$ cat config.mk
export PLATFORM = sky130hd
export DESIGN_NAME = reg32_arb_flat
export DESIGN_NICKNAME = d
export VERILOG_FILES = /design/src/rtl/reg32_arb_pkg.sv /design/src/rtl/reg32_arb_if.sv /design/src/rtl/reg32_ce.sv /design/src/rtl/reg32_arb.sv /design/src/flat_wrapper.sv
export SDC_FILE = /design/constraint.sdc
export NUM_CORES = 1
export LEC_CHECK = 0
export CORE_UTILIZATION = 40
export CTS_CLUSTER_DIAMETER = 60
export DETAILED_ROUTE_END_ITERATION = 10
export PLACE_DENSITY = 0.87
export REMOVE_ABC_BUFFERS = 1
export SYNTH_ARGS = -nofsm -noshare
export SYNTH_HDL_FRONTEND = slang
export SYNTH_SLANG_ARGS = --single-unit
$ cat constraint.sdc
create_clock -name clk -period 2.59 [get_ports clk]
set_input_delay 0.777 -clock clk [delete_from_list [all_inputs] [get_ports clk]]
set_output_delay 0.777 -clock clk [all_outputs]
set_load 0.05 [all_outputs]
$ cat src/rtl/reg32_arb_pkg.sv
// Shared constants, FSM encoding and the round-robin search helper for the
// reg32_arb shared-register arbiter.
package reg32_arb_pkg;

  localparam int NREQ_DEF     = 4;
  localparam int MAXBURST_DEF = 4;
  localparam int DW           = 32;

  typedef enum logic {
    IDLE = 1'b0,
    BUSY = 1'b1
  } state_t;

  // First requester with its bit set, searching from ptr upward modulo 4.
  function automatic logic [1:0] rr_pick(input logic [3:0] req, input logic [1:0] ptr);
    logic [1:0] idx;
    logic       found;
    rr_pick = ptr;
    found   = 1'b0;
    for (int i = 0; i < 4; i++) begin
      idx = ptr + 2'(i);
      if (!found && req[idx]) begin
        rr_pick = idx;
        found   = 1'b1;
      end
    end
  endfunction

endpackage

$ cat src/rtl/reg32_arb_if.sv
// Requester-side bus of the shared register: requests, write ports, grant
// status and the register contents.
interface reg32_arb_if;
  import reg32_arb_pkg::*;

  logic [3:0]      req;
  logic [3:0]      we;
  logic [4*DW-1:0] wdata;
  logic [3:0]      gnt;
  logic [1:0]      owner;
  logic            busy;
  logic [DW-1:0]   q;

  modport master (output req, we, wdata, input gnt, owner, busy, q);
  modport slave  (input req, we, wdata, output gnt, owner, busy, q);
endinterface

$ cat src/rtl/reg32_ce.sv
// 32-bit storage register with load enable and asynchronous active-low reset.
module reg32_ce
  import reg32_arb_pkg::*;
(
  input  logic          clk,
  input  logic          rst_n,
  input  logic          ce,
  input  logic [DW-1:0] d,
  output logic [DW-1:0] q
);

  // NOTE: sequential state uses non-blocking assignments so every flop
  // samples pre-edge values regardless of block evaluation order.
  always_ff @(posedge clk or negedge rst_n) begin
    if (!rst_n)  q <= '0;
    else if (ce) q <= d;
  end

endmodule

$ cat src/rtl/reg32_arb.sv
// Round-robin arbiter granting one of four requesters write access to a
// shared 32-bit register, with a burst limit while others are waiting.
module reg32_arb
  import reg32_arb_pkg::*;
#(
  parameter int NREQ     = NREQ_DEF,
  parameter int MAXBURST = MAXBURST_DEF
) (
  input  logic        clk,
  input  logic        R,
  reg32_arb_if.slave  bus
);

  localparam int CW = (MAXBURST > 1) ? $clog2(MAXBURST) : 1;

  state_t          state;
  logic [NREQ-1:0] gnt;
  logic [1:0]      owner;
  logic [1:0]      ptr;
  logic [CW-1:0]   cnt;

  logic [3:0]      others;
  logic            burst_end;
  logic            release_now;
  logic [1:0]      nxt_ptr;
  logic [1:0]      idle_pick;
  logic [1:0]      busy_pick;
  logic            wr_en;
  logic [DW-1:0]   wr_data;

  // NOTE: every always_comb output gets a value on every path, so no latch
  // can be inferred.
  always_comb begin
    others      = bus.req & ~gnt;
    burst_end   = (cnt == CW'(MAXBURST - 1));
    release_now = (state == BUSY) && (!bus.req[owner] || (burst_end && (|others)));
    nxt_ptr     = owner + 2'd1;
    idle_pick   = rr_pick(bus.req, ptr);
    busy_pick   = rr_pick(others, nxt_ptr);
    wr_en       = (state == BUSY) && bus.req[owner] && bus.we[owner];
    wr_data     = bus.wdata[DW*int'(owner) +: DW];
  end

  always_ff @(posedge clk or negedge R) begin
    if (!R) begin
      state <= IDLE;
      gnt   <= '0;
      owner <= '0;
      ptr   <= '0;
      cnt   <= '0;
    end else begin
      case (state)
        IDLE: begin
          if (|bus.req) begin
            state <= BUSY;
            owner <= idle_pick;
            gnt   <= NREQ'(1) << idle_pick;
            cnt   <= '0;
          end
        end
        BUSY: begin
          if (release_now) begin
            ptr <= nxt_ptr;
            // Hand over at the same edge when someone else is waiting.
            if (|others) begin
              owner <= busy_pick;
              gnt   <= NREQ'(1) << busy_pick;
              cnt   <= '0;
            end else begin
              state <= IDLE;
              gnt   <= '0;
            end
          end else begin
            cnt <= burst_end ? '0 : cnt + CW'(1);
          end
        end
        default: state <= IDLE;
      endcase
    end
  end

  reg32_ce u_reg (
    .clk   (clk),
    .rst_n (R),
    .ce    (wr_en),
    .d     (wr_data),
    .q     (bus.q)
  );

  assign bus.gnt   = gnt;
  assign bus.owner = owner;
  assign bus.busy  = (state == BUSY);

endmodule

$ cat src/flat_wrapper.sv
// flat-port wrapper written by rule: the top's interface ports become plain ports
module reg32_arb_flat import reg32_arb_pkg::*;
#(
  parameter int NREQ     = NREQ_DEF,
  parameter int MAXBURST = MAXBURST_DEF
)
  (clk, R, bus_req, bus_we, bus_wdata, bus_gnt, bus_owner, bus_busy, bus_q);
  reg32_arb_if bus_i ();
  input  logic clk;
  input  logic R;
  input wire logic [$bits(bus_i.req)-1:0] bus_req;
  input wire logic [$bits(bus_i.we)-1:0] bus_we;
  input wire logic [$bits(bus_i.wdata)-1:0] bus_wdata;
  output wire logic [$bits(bus_i.gnt)-1:0] bus_gnt;
  output wire logic [$bits(bus_i.owner)-1:0] bus_owner;
  output wire logic [$bits(bus_i.busy)-1:0] bus_busy;
  output wire logic [$bits(bus_i.q)-1:0] bus_q;
  assign bus_i.req = bus_req;
  assign bus_i.we = bus_we;
  assign bus_i.wdata = bus_wdata;
  assign bus_gnt = bus_i.gnt;
  assign bus_owner = bus_i.owner;
  assign bus_busy = bus_i.busy;
  assign bus_q = bus_i.q;
  reg32_arb #(.NREQ(NREQ), .MAXBURST(MAXBURST)) u_core (.clk(clk), .R(R), .bus(bus_i));
endmodule
==> results.yml, run 1 <==
hold_path:
  hp-class: "reg2reg"
synth:
  synth-main-ff-cell: "dfrtp_1"
  netlist_area_um2: 2810
  synth-compound-area-share_pct: 9.10
  syn_area_per_cell_um2: 14.0
  ys_warn_count: 0
  synth_adder_area_share_pct: 0.446
  syn_inst: 201
  synth_top_family_by_area: "multiplexers"
  async_flop_share_pct: 100
  muxShareOfSynthArea_pct: 40.5
  synth_xor_area_share_pct: 0.312
  synth-simple-area-share_pct: 7.85
  yosysSeqAreaShare_pct: 38.4
  synth_cell_types: 46
  synth-edff-count: 0
  ys_seq_elements: 43
global_route:
  grt_max_degree: 36
  antenna_found_initial: 0
  first_global_vias: 2727
  grt_usage_pct: 23.3
  gr-total-overflow: 0
  grt_pass1_wl_um: 13200
place:
  dp_cells: 483
  hpwl_um: 6940
  io_buffers: 176
  gp_congestion: 0.845
  place_ws_ns: -0.151
drt:
  highest_layer: "met4"
  vias: 2571
  ant_nets: 0
  dr_wl_met2_um: 4540
  wl_um: 8540
  vias_per_cell: 5.24
  wire_per_inst_um: 17.4
  drt-initial-drc-count: 70
  wl_met1_um: 3230
  wl_met3_um: 613
  drc: 0
  dr.pass1.iters: 4
layout:
  layout-drive-gt1-share_pct: 28.1
  fin_cells: 491
  area_delta_synth_final_pct: 76.2
  final_common_cell: "clkdlybuf4s50_1"
  register_area_um2: 1080
  multi_input_area_um2: 1630
  antennaDiodeCount: 0
  nFillCells: 471
  finalNetCount: 533
  final_cell_mix: "clkdlybuf4s50_1 (173), dfrtp_1 (41), mux4_2 (34), mux2_2 (32), buf_4 (21)"
critical_path:
  cp.arrival_ns: 1.70
  path_cells: "clkdlybuf4s50_1"
  reg2reg_depth: 6
  crit_path_end_kind: "output pin"
  timing.critical_path.buf_inv: 1
  cp_top_family: "buffers and inverters"
  crit_type: "reg2out"
  startpoint: "u_core.bus.busy"
  critPathRequiredTime_ns: 1.81
  setup.worst_path.start_class: "flop"
  critPathSlowestCell: "clkdlybuf4s50_1"
  crit_end: "bus_busy"
  r2r_end: "u_core.bus.gnt[1]"
  r2r_start: "u_core.bus.owner[0]"
  critPathMaxFanout: 10
  r2r_slack_ns: 0.57
  crit_cells: 1
  critPathMaxStageDelay_ns: 0.87
floorplan:
  die_x_um: 85.7
  coreArea_um2: 6790
  pin_count: 177
  std_cell_rows: 30
  fp.dieH_um: 85.7
  start_util_pct: 41.3
  die_area_um2: 7350
sta:
  finalHoldWorstSlack_ns: 0.508
  clock_skew_ns: 0.00959
  max_slew_margin_pct: 50.1
  slew_viol_final: 0
  period_share_pct: 95.6
  min_period_ns: 2.48
  grt_setup_unrepaired: "no"
  worst_pin_slew_ns: 0.749
  finalHoldViolations: 0
  setup_slack_ns: 0.113
  setup_violations: 0
  max_freq_mhz: 404
run_status:
  status: "complete, no violations"
power:
  power_density_nw_per_um2: 1240
  ir_worst_vdd_v: 0.000848
  power.leakage_nw: 1.95
clocking:
  insertion_delay_ns: 0.29
  cts-root-buf: "clkbuf_8"
  clk_path_buf_depth: 2
  tritoncts: "done"
  cts_resized: 0
  hold_buffers: 0
  numClockSinks: 43
  postCtsSetupRepairBufs: 0
  clkTransAtPathRegs_ns: 0.09
  numCtsBuffers: 5
  cts.htree.levels: 2
flow_run:
  cap_violations: 0
## flip-flops by register name, summed over array words and instances (netlist names)
name,cells
u_core.bus.busy,1
u_core.bus.owner,2
u_core.u_reg.q,32
u_core.ptr,2
u_core.bus.gnt,4
u_core.cnt,2
## worst register-to-register path, delay by kind of cell, from the launching register on
kind | cells | cell delay [ns]
mux | 1 | 0.55
flops | 1 | 0.51
compound gates | 3 | 0.48
simple gates | 1 | 0.19
buf+inv | 1 | 0.19
## area by class of cell
type | count | share of cell area [%]
multi-input combinational | 139 | 33.1
tap | 96 | 2.43
inverter | 6 | 0.456
clock inverter | 3 | 0.886
sequential | 43 | 21.8
timing repair buffer | 199 | 39.9
clock buffer | 5 | 1.39
## how the worst min path moves through the flow
stage | start | to | slack [ns] | cells after the start
5_1_grt | u_core.u_reg.q[17] | u_core.u_reg.q[17] | 0.53 | 1
3_3_place_gp | u_core.u_reg.q[20] | u_core.u_reg.q[20] | 0.48 | 1
2_1_floorplan | u_core.cnt[1] | u_core.cnt[1] | 0.47 | 1
3_5_place_dp | u_core.u_reg.q[22] | u_core.u_reg.q[22] | 0.49 | 1
6_report | u_core.u_reg.q[19] | u_core.u_reg.q[19] | 0.51 | 1
4_1_cts | u_core.u_reg.q[22] | u_core.u_reg.q[22] | 0.51 | 1
## cells by family after synthesis
| group | after synthesis |
|---|---|
| mux | 67 |
| flops | 43 |
| simple gates | 37 |
| compound gates | 33 |
| buf+inv | 19 |
| xor+xnor | 1 |
| fa+ha+maj | 1 |
## synthesized netlist by cell type (2+ instances only)
master / n / share of area (%)
nand2b_1: 4 / 0.89
nor2b_1: 3 / 0.67
nor3_1: 3 / 0.54
buf_2: 4 / 0.71
o2bb2ai_1: 2 / 0.62
buf_4: 5 / 1.3
nand3b_1: 2 / 0.54
mux2_2: 32 / 13
o21ai_0: 5 / 0.89
inv_1: 6 / 0.80
o22ai_1: 2 / 0.45
mux4_2: 34 / 27
a22o_1: 2 / 0.62
nand2_1: 3 / 0.40
clkbuf_1: 3 / 0.40
dfrtp_1: 43 / 38
a21oi_1: 9 / 1.6
nor3b_1: 2 / 0.54
nor2_1: 10 / 1.3
## through the flow
step	total power [mW]	area, um2	utilization, %	setup TNS, ns
4_1_cts	6.17	4940	72.7	0
5_1_grt	6.43	4940	72.7	0
3_5_place_dp	5.64	4830	71.1	-4.56
6_report	6.11	4940	72.7	0
2_1_floorplan	4.10	2730	-	-40.69
3_3_place_gp	5.53	4830	71.1	-2.71
## where the power goes
part           total, mW  leakage, nW  internal (mW)  switching, mW
Sequential          1.28        0.504           1.03          0.251
Combinational       4.31         1.38           2.04           2.27
Clock              0.514       0.0581          0.287          0.227
## routing by layer
metal / up-vias / GRT usage (%)
met2: 110 / 42.7
met1: 1271 / 27.3
met4: 0 / 7.12
met3: 12 / 5.10
met5: - / 0
li1: 1178 / -
No activity file was read; power rests on OpenSTA's default activity.
==> run 2: changes to the inputs <==
--- a/config.mk
+++ b/config.mk
@@ -5,10 +5,11 @@
 export SDC_FILE = /design/constraint.sdc
 export NUM_CORES = 1
 export LEC_CHECK = 0
-export CORE_UTILIZATION = 40
+export ABC_CLOCK_PERIOD_IN_PS = 2590
+export CORE_UTILIZATION = 30
 export CTS_CLUSTER_DIAMETER = 60
 export DETAILED_ROUTE_END_ITERATION = 10
-export PLACE_DENSITY = 0.87
+export PLACE_DENSITY = 0.68
 export REMOVE_ABC_BUFFERS = 1
 export SYNTH_ARGS = -nofsm -noshare
 export SYNTH_HDL_FRONTEND = slang
==> results.yml, run 2 (synthesis gave the netlist of run 1 again) <==
run_status:
  status: "complete, no violations"
power:
  power_density_nw_per_um2: 1220
  totalPowerFinal_mw: 5.97
  power.leakage_nw: 1.92
  ir_worst_vdd_v: 0.000726
flow_run:
  cap_violations: 0
critical_path:
  crit_type: "in2reg"
  cp.arrival_ns: 2.68
  crit_path_end_kind: "flop"
  path_cells: "clkdlybuf4s50_1, mux4_2, and2_4, nand2_2, buf_12, mux2_2"
  critPathMaxStageDelay_ns: 0.56
  setup.worst_path.start_class: "input pin"
  critPathMaxFanout: 23
  critPathRequiredTime_ns: 2.77
  critPathSlowestCell: "mux4_2"
global_route:
  grt_pass1_wl_um: 14300
  grt_max_degree: 44
  antenna_found_initial: 0
  gr-total-overflow: 0
  grt_usage_pct: 18.6
  first_global_vias: 2712
layout:
  finalNetCount: 531
  fin_cells: 500
  nFillCells: 758
  area_delta_synth_final_pct: 74.8
  final_common_cell: "clkdlybuf4s50_1"
  antennaDiodeCount: 0
  layout-drive-gt1-share_pct: 27.6
  final_util_pct: 55.2
  largest_reg_flops: 32
  final_cell_mix: "clkdlybuf4s50_1 (173), dfrtp_1 (41), mux4_2 (34), mux2_2 (32), buf_4 (20)"
  top_regs: "u_core.u_reg.q: 32 flops, u_core.bus.gnt: 4 flops"
  regMostFlops: "u_core.u_reg.q"
sta:
  worst_pin_slew_ns: 0.568
  max_slew_margin_pct: 62.0
  grt_setup_unrepaired: "no"
  max_freq_mhz: 399
  slew_viol_final: 0
  setup_violations: 0
  period_share_pct: 96.8
  finalHoldViolations: 0
  clock_skew_ns: 0.00994
  min_period_ns: 2.51
  tns_ns: 0
floorplan:
  start_util_pct: 31.6
  die_x_um: 98.7
  std_cell_rows: 34
  fp.dieH_um: 98.7
  pin_count: 177
  coreArea_um2: 8890
  die_area_um2: 9740
drt:
  drc: 0
  ant_nets: 0
  drt-initial-drc-count: 70
  dr.pass1.iters: 4
  vias: 2573
  vias_per_cell: 5.15
  wl_um: 8660
  wire_per_inst_um: 17.3
clocking:
  cts.htree.levels: 2
  numClockSinks: 43
  numCtsBuffers: 5
  clkTransAtPathRegs_ns: 0.08
  hold_buffers: 0
  cts-root-buf: "clkbuf_8"
  insertion_delay_ns: 0.30
  tritoncts: "done"
  clk_path_buf_depth: 2
  postCtsSetupRepairBufs: 0
  cts_resized: 0
place:
  hpwl_um: 6980
  io_buffers: 176
  gp_congestion: 0.793
  dp_cells: 493
hold_path:
  hp-class: "reg2reg"
==> run 2: worst max-delay path, delay by kind of cell <==
family / cells / cell delay [ns]
and+or+nand+nor: 2 / 0.29
buffers and inverters: 2 / 0.70
muxes: 2 / 0.91
==> run 2: cell type report <==
class	instances	area (um2)	area share, %
timing repair buffer	197	1950	39.7
multi-input combinational	139	1630	33.3
sequential	43	1080	22.0
tap	108	135	2.76
clock buffer	6	82.6	1.68
inverter	6	22.5	0.459
clock inverter	1	5.00	0.102
==> run 2: power breakdown <==
group          total (mW)  switching [mW]  leakage, nW  internal, mW
Combinational        4.23            2.22         1.37          2.01
Sequential           1.30           0.272        0.504          1.03
Clock               0.438           0.228       0.0470         0.210
Total                5.97            2.72         1.92          3.26
==> run 2: layer usage <==
| layer | vias up | wire (um) | track usage [%] |
|---|---|---|---|
| met4 | 0 | 99 | 3.44 |
| met2 | 127 | 4390 | 33.0 |
| li1 | 1179 | - | - |
| met3 | 9 | 720 | 5.18 |
| met1 | 1258 | 3440 | 22.8 |
| met5 | - | 0 | 0 |
==> run 2: per-stage QoR <==
| step | worst slack [ns] | hold WS [ns] | instance area, um2 |
|---|---|---|---|
| floorplan | -1.05 | 0.467 | 2730 |
| global placement | -0.172 | 0.477 | 4820 |
| detailed placement | -0.242 | 0.493 | 4820 |
| CTS | 0.0745 | 0.512 | 4900 |
| global route | 0.0116 | 0.520 | 4900 |
| finish | 0.0824 | 0.507 | 4900 |
==> run 2: final timing paths <==
path | start | end | slack [ns] | cells past startpoint
setup / recovery | bus_req[3] | u_core.u_reg.q[11] | 0.08 | 6
hold / removal | u_core.u_reg.q[23] | u_core.u_reg.q[23] | 0.51 | 1
setup reg to reg | u_core.bus.owner[1] | u_core.u_reg.q[11] | 0.56 | 5
hold reg to reg | u_core.u_reg.q[23] | u_core.u_reg.q[23] | 0.51 | 1
max in group asynchronous | R | u_core.bus.owner[1] | 1.62 | 2
min in group asynchronous | R | u_core.cnt[1] | 0.56 | 2
